===== config.mk =====
export PLATFORM = sky130hd
export DESIGN_NAME = dma_arbiter_flat
export DESIGN_NICKNAME = d
export VERILOG_FILES = /design/src/rtl/dma_pkg.sv /design/src/rtl/dma_arbiter_if.sv /design/src/rtl/dma_prio_resolver.sv /design/src/rtl/dma_arbiter.sv /design/src/flat_wrapper.sv
export SDC_FILE = /design/constraint.sdc
export NUM_CORES = 1
export LEC_CHECK = 0
export BUFFER_PORTS_ARGS = -buffer_cell sky130_fd_sc_hd__buf_4
export CAP_MARGIN = 20
export CORE_MARGIN = 3
export CORE_UTILIZATION = 35
export DETAILED_ROUTE_END_ITERATION = 6
export GPL_TIMING_DRIVEN = 0
export PLACE_DENSITY_LB_ADDON = 0.25
export SETUP_SLACK_MARGIN = 0.2
export SYNTH_ARGS = -nofsm -noshare
export SYNTH_HDL_FRONTEND = slang
export SYNTH_SLANG_ARGS = --single-unit

===== constraint.sdc =====
create_clock -name clk -period 2.09 [get_ports clk]
set_clock_uncertainty 0.1 [all_clocks]
set_input_delay 0.418 -clock clk [delete_from_list [all_inputs] [get_ports clk]]
set_output_delay 0.418 -clock clk [all_outputs]
set_load 0.05 [all_outputs]

===== src/rtl/dma_pkg.sv =====
// Shared DMA definitions: arbiter state encoding, channel count and priority modes.
// Also used by the DMA datapath.
package dma_pkg;

  localparam int NUM_CH = 4;
  localparam int CH_W   = 2;

  localparam logic PRIO_FIXED  = 1'b0;
  localparam logic PRIO_ROTATE = 1'b1;

  typedef enum logic [1:0] {
    ST_IDLE,
    ST_REQ,
    ST_GRANT,
    ST_RELEASE
  } dma_state_e;

  function automatic logic [NUM_CH-1:0] ch_onehot(input logic [CH_W-1:0] ch);
    ch_onehot     = '0;
    ch_onehot[ch] = 1'b1;
  endfunction

endpackage


===== src/rtl/dma_arbiter_if.sv =====
// Request/acknowledge bundle between the DMA channels, the CPU bus-hold logic and the arbiter.
// The arbiter connects through the slave modport.
interface dma_arbiter_if;
  import dma_pkg::*;

  logic [NUM_CH-1:0] dreq;
  logic [NUM_CH-1:0] sw_req;
  logic [NUM_CH-1:0] mask;
  logic              rotate;
  logic              hlda;
  logic              eop;
  logic              hreq;
  logic [NUM_CH-1:0] dack;
  logic              grant_valid;
  logic [CH_W-1:0]   grant_ch;
  logic              timeout_err;

  modport master (
    output dreq, sw_req, mask, rotate, hlda, eop,
    input  hreq, dack, grant_valid, grant_ch, timeout_err
  );

  modport slave (
    input  dreq, sw_req, mask, rotate, hlda, eop,
    output hreq, dack, grant_valid, grant_ch, timeout_err
  );

endinterface


===== src/rtl/dma_prio_resolver.sv =====
// Combinational winner selection: lowest set bit of eff, scanning upward from ptr
// (rotating mode) or from channel 0 (fixed mode).
module dma_prio_resolver
  import dma_pkg::*;
(
  input  logic [NUM_CH-1:0] eff,
  input  logic [CH_W-1:0]   ptr,
  input  logic              rotate,
  output logic [CH_W-1:0]   winner,
  output logic              any
);

  logic [CH_W-1:0]     w_base;
  logic [2*NUM_CH-1:0] w_dbl;
  logic [NUM_CH-1:0]   w_rot;
  logic [CH_W-1:0]     w_off;

  // Rotate requests so the highest-priority channel lands at bit 0.
  assign w_base = (rotate == PRIO_ROTATE) ? ptr : '0;
  assign w_dbl  = {eff, eff} >> w_base;
  assign w_rot  = w_dbl[NUM_CH-1:0];

  always_comb begin
    w_off = '0;
    for (int i = NUM_CH - 1; i >= 0; i--) begin
      if (w_rot[i]) begin
        w_off = CH_W'(i);
      end
    end
  end

  // Two-bit addition wraps modulo the channel count.
  assign winner = w_base + w_off;
  assign any    = |eff;

endmodule


===== src/rtl/dma_arbiter.sv =====
// Four-channel DMA arbiter: picks a channel, requests the bus from the CPU (hreq/hlda),
// acknowledges the channel until eop, then waits for the CPU to take the bus back.
module dma_arbiter
  import dma_pkg::*;
#(
  parameter int TIMEOUT = 255
) (
  input  logic          clk,
  input  logic          reset,
  dma_arbiter_if.slave  bus
);

  localparam int CNT_W = $clog2(TIMEOUT + 1);

  dma_state_e        r_state, w_state_next;
  logic              r_hreq, w_hreq_next;
  logic [NUM_CH-1:0] r_dack, w_dack_next;
  logic              r_gv, w_gv_next;
  logic [CH_W-1:0]   r_grant_ch, w_grant_ch_next;
  logic              r_terr, w_terr_next;
  logic [CH_W-1:0]   r_ptr, w_ptr_next;
  logic [NUM_CH-1:0] r_sw_pend, w_sw_pend_next;
  logic [CNT_W-1:0]  r_cnt, w_cnt_next;
  logic              r_mode, w_mode_next;

  logic [NUM_CH-1:0] w_eff;
  logic [NUM_CH-1:0] w_sw_clr;
  logic [CH_W-1:0]   w_winner;
  logic              w_any;

  assign w_eff = (bus.dreq | r_sw_pend) & ~bus.mask;

  dma_prio_resolver u_resolver (
    .eff    (w_eff),
    .ptr    (r_ptr),
    .rotate (bus.rotate),
    .winner (w_winner),
    .any    (w_any)
  );

  always_comb begin
    w_state_next    = r_state;
    w_hreq_next     = r_hreq;
    w_dack_next     = r_dack;
    w_gv_next       = r_gv;
    w_grant_ch_next = r_grant_ch;
    w_terr_next     = r_terr;
    w_ptr_next      = r_ptr;
    w_cnt_next      = r_cnt;
    w_mode_next     = r_mode;
    w_sw_clr        = '0;

    case (r_state)
      ST_IDLE: begin
        if (w_any) begin
          // Priority mode is captured here so later toggles cannot affect this service.
          w_grant_ch_next = w_winner;
          w_mode_next     = bus.rotate;
          w_hreq_next     = 1'b1;
          w_cnt_next      = '0;
          w_state_next    = ST_REQ;
        end
      end
      ST_REQ: begin
        if (bus.hlda) begin
          w_dack_next  = ch_onehot(r_grant_ch);
          w_gv_next    = 1'b1;
          w_state_next = ST_GRANT;
        end else if (!w_eff[r_grant_ch]) begin
          w_hreq_next  = 1'b0;
          w_state_next = ST_IDLE;
        end else if (r_cnt == CNT_W'(TIMEOUT - 1)) begin
          w_terr_next  = 1'b1;
          w_hreq_next  = 1'b0;
          w_state_next = ST_IDLE;
        end else begin
          w_cnt_next = r_cnt + 1'b1;
        end
      end
      ST_GRANT: begin
        if (bus.eop) begin
          w_sw_clr = ch_onehot(r_grant_ch);
          if (r_mode == PRIO_ROTATE) begin
            w_ptr_next = r_grant_ch + 1'b1;
          end
          w_hreq_next  = 1'b0;
          w_dack_next  = '0;
          w_gv_next    = 1'b0;
          w_state_next = ST_RELEASE;
        end
      end
      ST_RELEASE: begin
        if (!bus.hlda) begin
          w_state_next = ST_IDLE;
        end
      end
      default: w_state_next = ST_IDLE;
    endcase

    // A new software request wins over the clear from a coincident eop.
    w_sw_pend_next = (r_sw_pend & ~w_sw_clr) | bus.sw_req;
  end

  always_ff @(posedge clk or posedge reset) begin
    if (reset) begin
      r_state    <= ST_IDLE;
      r_hreq     <= 1'b0;
      r_dack     <= '0;
      r_gv       <= 1'b0;
      r_grant_ch <= '0;
      r_terr     <= 1'b0;
      r_ptr      <= '0;
      r_sw_pend  <= '0;
      r_cnt      <= '0;
      r_mode     <= PRIO_FIXED;
    end else begin
      r_state    <= w_state_next;
      r_hreq     <= w_hreq_next;
      r_dack     <= w_dack_next;
      r_gv       <= w_gv_next;
      r_grant_ch <= w_grant_ch_next;
      r_terr     <= w_terr_next;
      r_ptr      <= w_ptr_next;
      r_sw_pend  <= w_sw_pend_next;
      r_cnt      <= w_cnt_next;
      r_mode     <= w_mode_next;
    end
  end

  assign bus.hreq        = r_hreq;
  assign bus.dack        = r_dack;
  assign bus.grant_valid = r_gv;
  assign bus.grant_ch    = r_grant_ch;
  assign bus.timeout_err = r_terr;

endmodule


===== src/flat_wrapper.sv =====
// flat-port wrapper written by rule: the top's interface ports become plain ports
module dma_arbiter_flat import dma_pkg::*;
#(
  parameter int TIMEOUT = 255
)
  (clk, reset, bus_dreq, bus_sw_req, bus_mask, bus_rotate, bus_hlda, bus_eop, bus_hreq, bus_dack, bus_grant_valid, bus_grant_ch, bus_timeout_err);
  dma_arbiter_if bus_i ();
  input  logic clk;
  input  logic reset;
  input wire logic [$bits(bus_i.dreq)-1:0] bus_dreq;
  input wire logic [$bits(bus_i.sw_req)-1:0] bus_sw_req;
  input wire logic [$bits(bus_i.mask)-1:0] bus_mask;
  input wire logic [$bits(bus_i.rotate)-1:0] bus_rotate;
  input wire logic [$bits(bus_i.hlda)-1:0] bus_hlda;
  input wire logic [$bits(bus_i.eop)-1:0] bus_eop;
  output wire logic [$bits(bus_i.hreq)-1:0] bus_hreq;
  output wire logic [$bits(bus_i.dack)-1:0] bus_dack;
  output wire logic [$bits(bus_i.grant_valid)-1:0] bus_grant_valid;
  output wire logic [$bits(bus_i.grant_ch)-1:0] bus_grant_ch;
  output wire logic [$bits(bus_i.timeout_err)-1:0] bus_timeout_err;
  assign bus_i.dreq = bus_dreq;
  assign bus_i.sw_req = bus_sw_req;
  assign bus_i.mask = bus_mask;
  assign bus_i.rotate = bus_rotate;
  assign bus_i.hlda = bus_hlda;
  assign bus_i.eop = bus_eop;
  assign bus_hreq = bus_i.hreq;
  assign bus_dack = bus_i.dack;
  assign bus_grant_valid = bus_i.grant_valid;
  assign bus_grant_ch = bus_i.grant_ch;
  assign bus_timeout_err = bus_i.timeout_err;
  dma_arbiter #(.TIMEOUT(TIMEOUT)) u_core (.clk(clk), .reset(reset), .bus(bus_i));
endmodule

==> impl_metrics.tcl <==
set metrics [dict create \
    run_status "complete, no violations" \
    syn_inst 155 \
    start_kind "flip-flop" \
    routed_via_density 5.628 \
    cts_tree "done" \
    synth_fa_ha_area_frac 0.1035 \
    p_int_mw 1.618 \
    ys_warn_count 0 \
    synth_area_per_cell_um2 10.14 \
    cts_buffers 3 \
    n_fill_cell 359 \
    seqCellArea_um2 654.4 \
    r2r_slack_ns 0.13 \
    syn_nets 185 \
    synth.distinct_cells 41 \
    synth_top_family_by_area "compound AO/OA/AOI/OAI gates" \
    combPwrFrac 0.585 \
    r2r-start "u_core.r_sw_pend[1]" \
    utilization 0.5466 \
    synth_simple_gate_area_frac 0.1815 \
    drc 0 \
    die_h_um 73.01 \
    seqPwrFrac 0.265 \
    final_hold_viol_count 0 \
    arrival_ns 2.03 \
    insertion_delay_ns 0.27 \
    worstPathRequired_ns 2.16 \
    io_pins 26 \
    synth_compound_area_frac 0.1855 \
    drt-total-wl_um 4043 \
    p_total_mw 2.848 \
    setup_viol 0 \
    clockPowerShare 0.150 \
    grt_pass1_wl_um 6272 \
    async_reset_ff_frac 1.000 \
    synth_seq_cells 26 \
    end_kind "flip-flop" \
    dr_total_vias 1407 \
    grtUsageTotal 0.1485 \
    area_growth_pct 45.14 \
    start_util 0.3766 \
    power_density_nw_per_um2 1248 \
    r2r_cells 8 \
    gr-total-overflow 0 \
    slew_headroom 0.6188 \
    vdd_drop_max_uv 795.6 \
    drive_gt1_frac 0.4300 \
    drtPass1Iterations 4 \
    grt_antenna_before_repair 0 \
    place_ws_ns -0.1535 \
    rows 23 \
    leakagePower_nw 0.9969 \
    antenna_left 0 \
    cts_buffer_depth 2 \
    cts.sinks 26 \
    drt-wirelength-per-cell_um 16.17 \
    synth_edf_count 0 \
    postLayoutSetupSlackWorst_ns 0.1279 \
    ys_seq_area_frac 0.4140 \
    die_w_um 73.01 \
    synth_area_um2 1572 \
    coreArea_um2 4173 \
    portBuffers 25 \
    drt-initial-drc-count 62 \
    worstHoldPathType "in -> async" \
    grt_pass1_vias 1375 \
    tightest_slew_ns 0.5712 \
    gp_routability_congestion 0.8470 \
    h-tree-depth 1 \
    p_sw_frac 0.4317 \
    dpl.hpwl_um 2681 \
    cts_hold_buf 0 \
    rr_endpoint "u_core.bus.grant_ch[1]" \
    drv_cap 0 \
    synth_flop_cell "dfrtp_1" \
    fmax_mhz 509.7 \
    multi_input_comb_area_um2 1124 \
    criticalPathCategory "reg -> reg" \
    crit_path_max_fanout 4 \
    muxShareOfSynthArea 0.06131 \
    drv_slew 0 \
    antenna_cells 0 \
    grt_max_degree 27 \
    dieArea_um2 5330 \
    root_buffer "clkbuf_8" \
    min_period_ns 1.962 \
    rsz0062_at_grt "yes" \
    clk_pin_slew_ns 0.10 \
    synth_xor_area_frac 0.02787 \
    fin_crit_sh 0.9388 \
    num-nets-final 231 \
    switchingPower_mw 1.229 \
]
==> power by group through the flow <==
stage          clock, mW  combinational, mW  sequential [mW]
6_report           0.427               1.67            0.754
5_1_grt            0.455               1.81            0.775
4_1_cts            0.433               1.43            0.752
3_5_place_dp           0               1.27            0.777
3_3_place_gp           0               1.23            0.768
2_1_floorplan          0              0.712            0.978
==> metrics by stage <==
step	instances	cell area [µm²]	hold WS, ns	setup TNS [ns]
floorplan	155	1599	0.3502	0
global placement	230	1849	0.3549	-0.4663
detailed placement	230	1849	0.3676	-0.9026
CTS	243	2063	0.2105	0
global route	250	2281	0.1309	0
finish	250	2281	0.08935	0
==> cell usage in the layout (no fill, tap or decap), types with 2 or more instances in the layout <==
master    Yosys  layout
a211oi_2      0       2
a21o_1        6       6
a22o_1        4       4
a31oi_1       4       4
buf_4         0      39
buf_6         0       2
clkbuf_8      0       3
dfrtp_1      26      23
dfrtp_2       0       3
ha_1         13      12
inv_1         8       7
inv_2         1       2
mux2_4        0       2
mux2i_1       4       4
nand2_1       8       7
nand3_1      10       9
nor2_1       13      10
nor2_4        0       2
nor2b_1       3       2
nor3_4        0       3
nor4_4        0       3
nor4b_4       0       2
o21ai_0       6       5
o21ai_1       1       2
o21ba_2       4       2
o21ba_4       0       2
o21bai_4      0       4
o41ai_1       2       2
xnor2_1       5       5
==> cell families after synthesis <==
family / after synthesis
buf+inv: 11
xor+xnor: 5
compound gates: 39
mux: 8
simple gates: 53
flops: 26
fa+ha+maj: 13
==> what timing repair did <==
| action | 4_1_cts | 5_1_grt |
|---|---|---|
| resized for setup | 19 | 32 |
| endpoints found under the setup margin | 16 | 13 |
| hold endpoints to repair | 0 | 0 |
| buffers inserted | 9 | 6 |
| gates cloned | 0 | 0 |
| pin swaps | 8 | 11 |
==> state kept, by name, indices dropped and copies added (netlist names), named ones only <==
signal                  count
u_core.bus.hreq             1
u_core.r_state              1
u_core.bus.timeout_err      1
u_core.bus.grant_valid      1
u_core.r_sw_pend            4
u_core.r_cnt                8
u_core.r_mode               1
u_core.bus.grant_ch         2
u_core.r_ptr                2
u_core.bus.dack             4
==> worst max path at each step <==
stage | depth (start not counted) | startpoint | slack [ns] | to
global placement | 6 | bus_mask[2] | -0.12 | u_core.r_state[0]
floorplan | 5 | u_core.bus.grant_ch[1] | 0.08 | u_core.r_state[0]
detailed placement | 7 | bus_dreq[3] | -0.15 | u_core.r_cnt[7]
finish | 8 | u_core.r_sw_pend[1] | 0.13 | u_core.bus.grant_ch[1]
CTS | 5 | u_core.bus.grant_ch[1] | 0.15 | u_core.r_state[0]
global route | 8 | u_core.r_sw_pend[1] | 0.04 | u_core.bus.grant_ch[1]
==> cell type report <==
class                      instances  share of cell area
multi-input combinational        118              0.4926
sequential                        26              0.2869
timing repair buffer              41              0.1399
tap                               50             0.02743
clock buffer                       3             0.01810
inverter                           9             0.01481
clock inverter                     1             0.01317
buffer                             2            0.007131
==> synthesized netlist by cell type (2+ instances only) <==
library cell | instances | share of area
a21o_1 | 6 | 0.029
xnor2_1 | 5 | 0.028
o41ai_1 | 2 | 0.011
nand2_1 | 8 | 0.019
ha_1 | 13 | 0.10
a211oi_1 | 3 | 0.014
clkbuf_1 | 2 | 0.0048
a31oi_1 | 4 | 0.016
nor4_1 | 3 | 0.012
o21ba_2 | 4 | 0.025
nor4b_2 | 2 | 0.019
nand3_1 | 10 | 0.032
inv_1 | 8 | 0.019
o21bai_1 | 3 | 0.014
o21ai_0 | 6 | 0.019
nor2b_1 | 3 | 0.012
a22o_1 | 4 | 0.022
nor3_1 | 4 | 0.013
mux2i_1 | 4 | 0.025
nand2b_1 | 2 | 0.0080
nor2_1 | 13 | 0.031
dfrtp_1 | 26 | 0.41
mux2_1 | 2 | 0.014
==> layer usage <==
| layer | routed length, µm | up-vias | global-route usage |
|---|---|---|---|
| met1 | 1638 | 704 | 0.1858 |
| li1 | - | 656 | - |
| met5 | 0 | - | 0 |
| met4 | 42 | 0 | 0.03689 |
| met3 | 178 | 6 | 0.02204 |
| met2 | 2183 | 41 | 0.2651 |
==> worst max-delay path, cell delays in order (launching register included) <==
cell and delay (ns):
dfrtp_2 0.45, o21ba_4 0.24, nor3_2 0.22, a211oi_2 0.07, a31oi_1 0.18, ha_1 0.18, inv_1 0.05, and4_1 0.15
o31a_1 0.23
No activity file was read; power rests on OpenSTA's default activity.
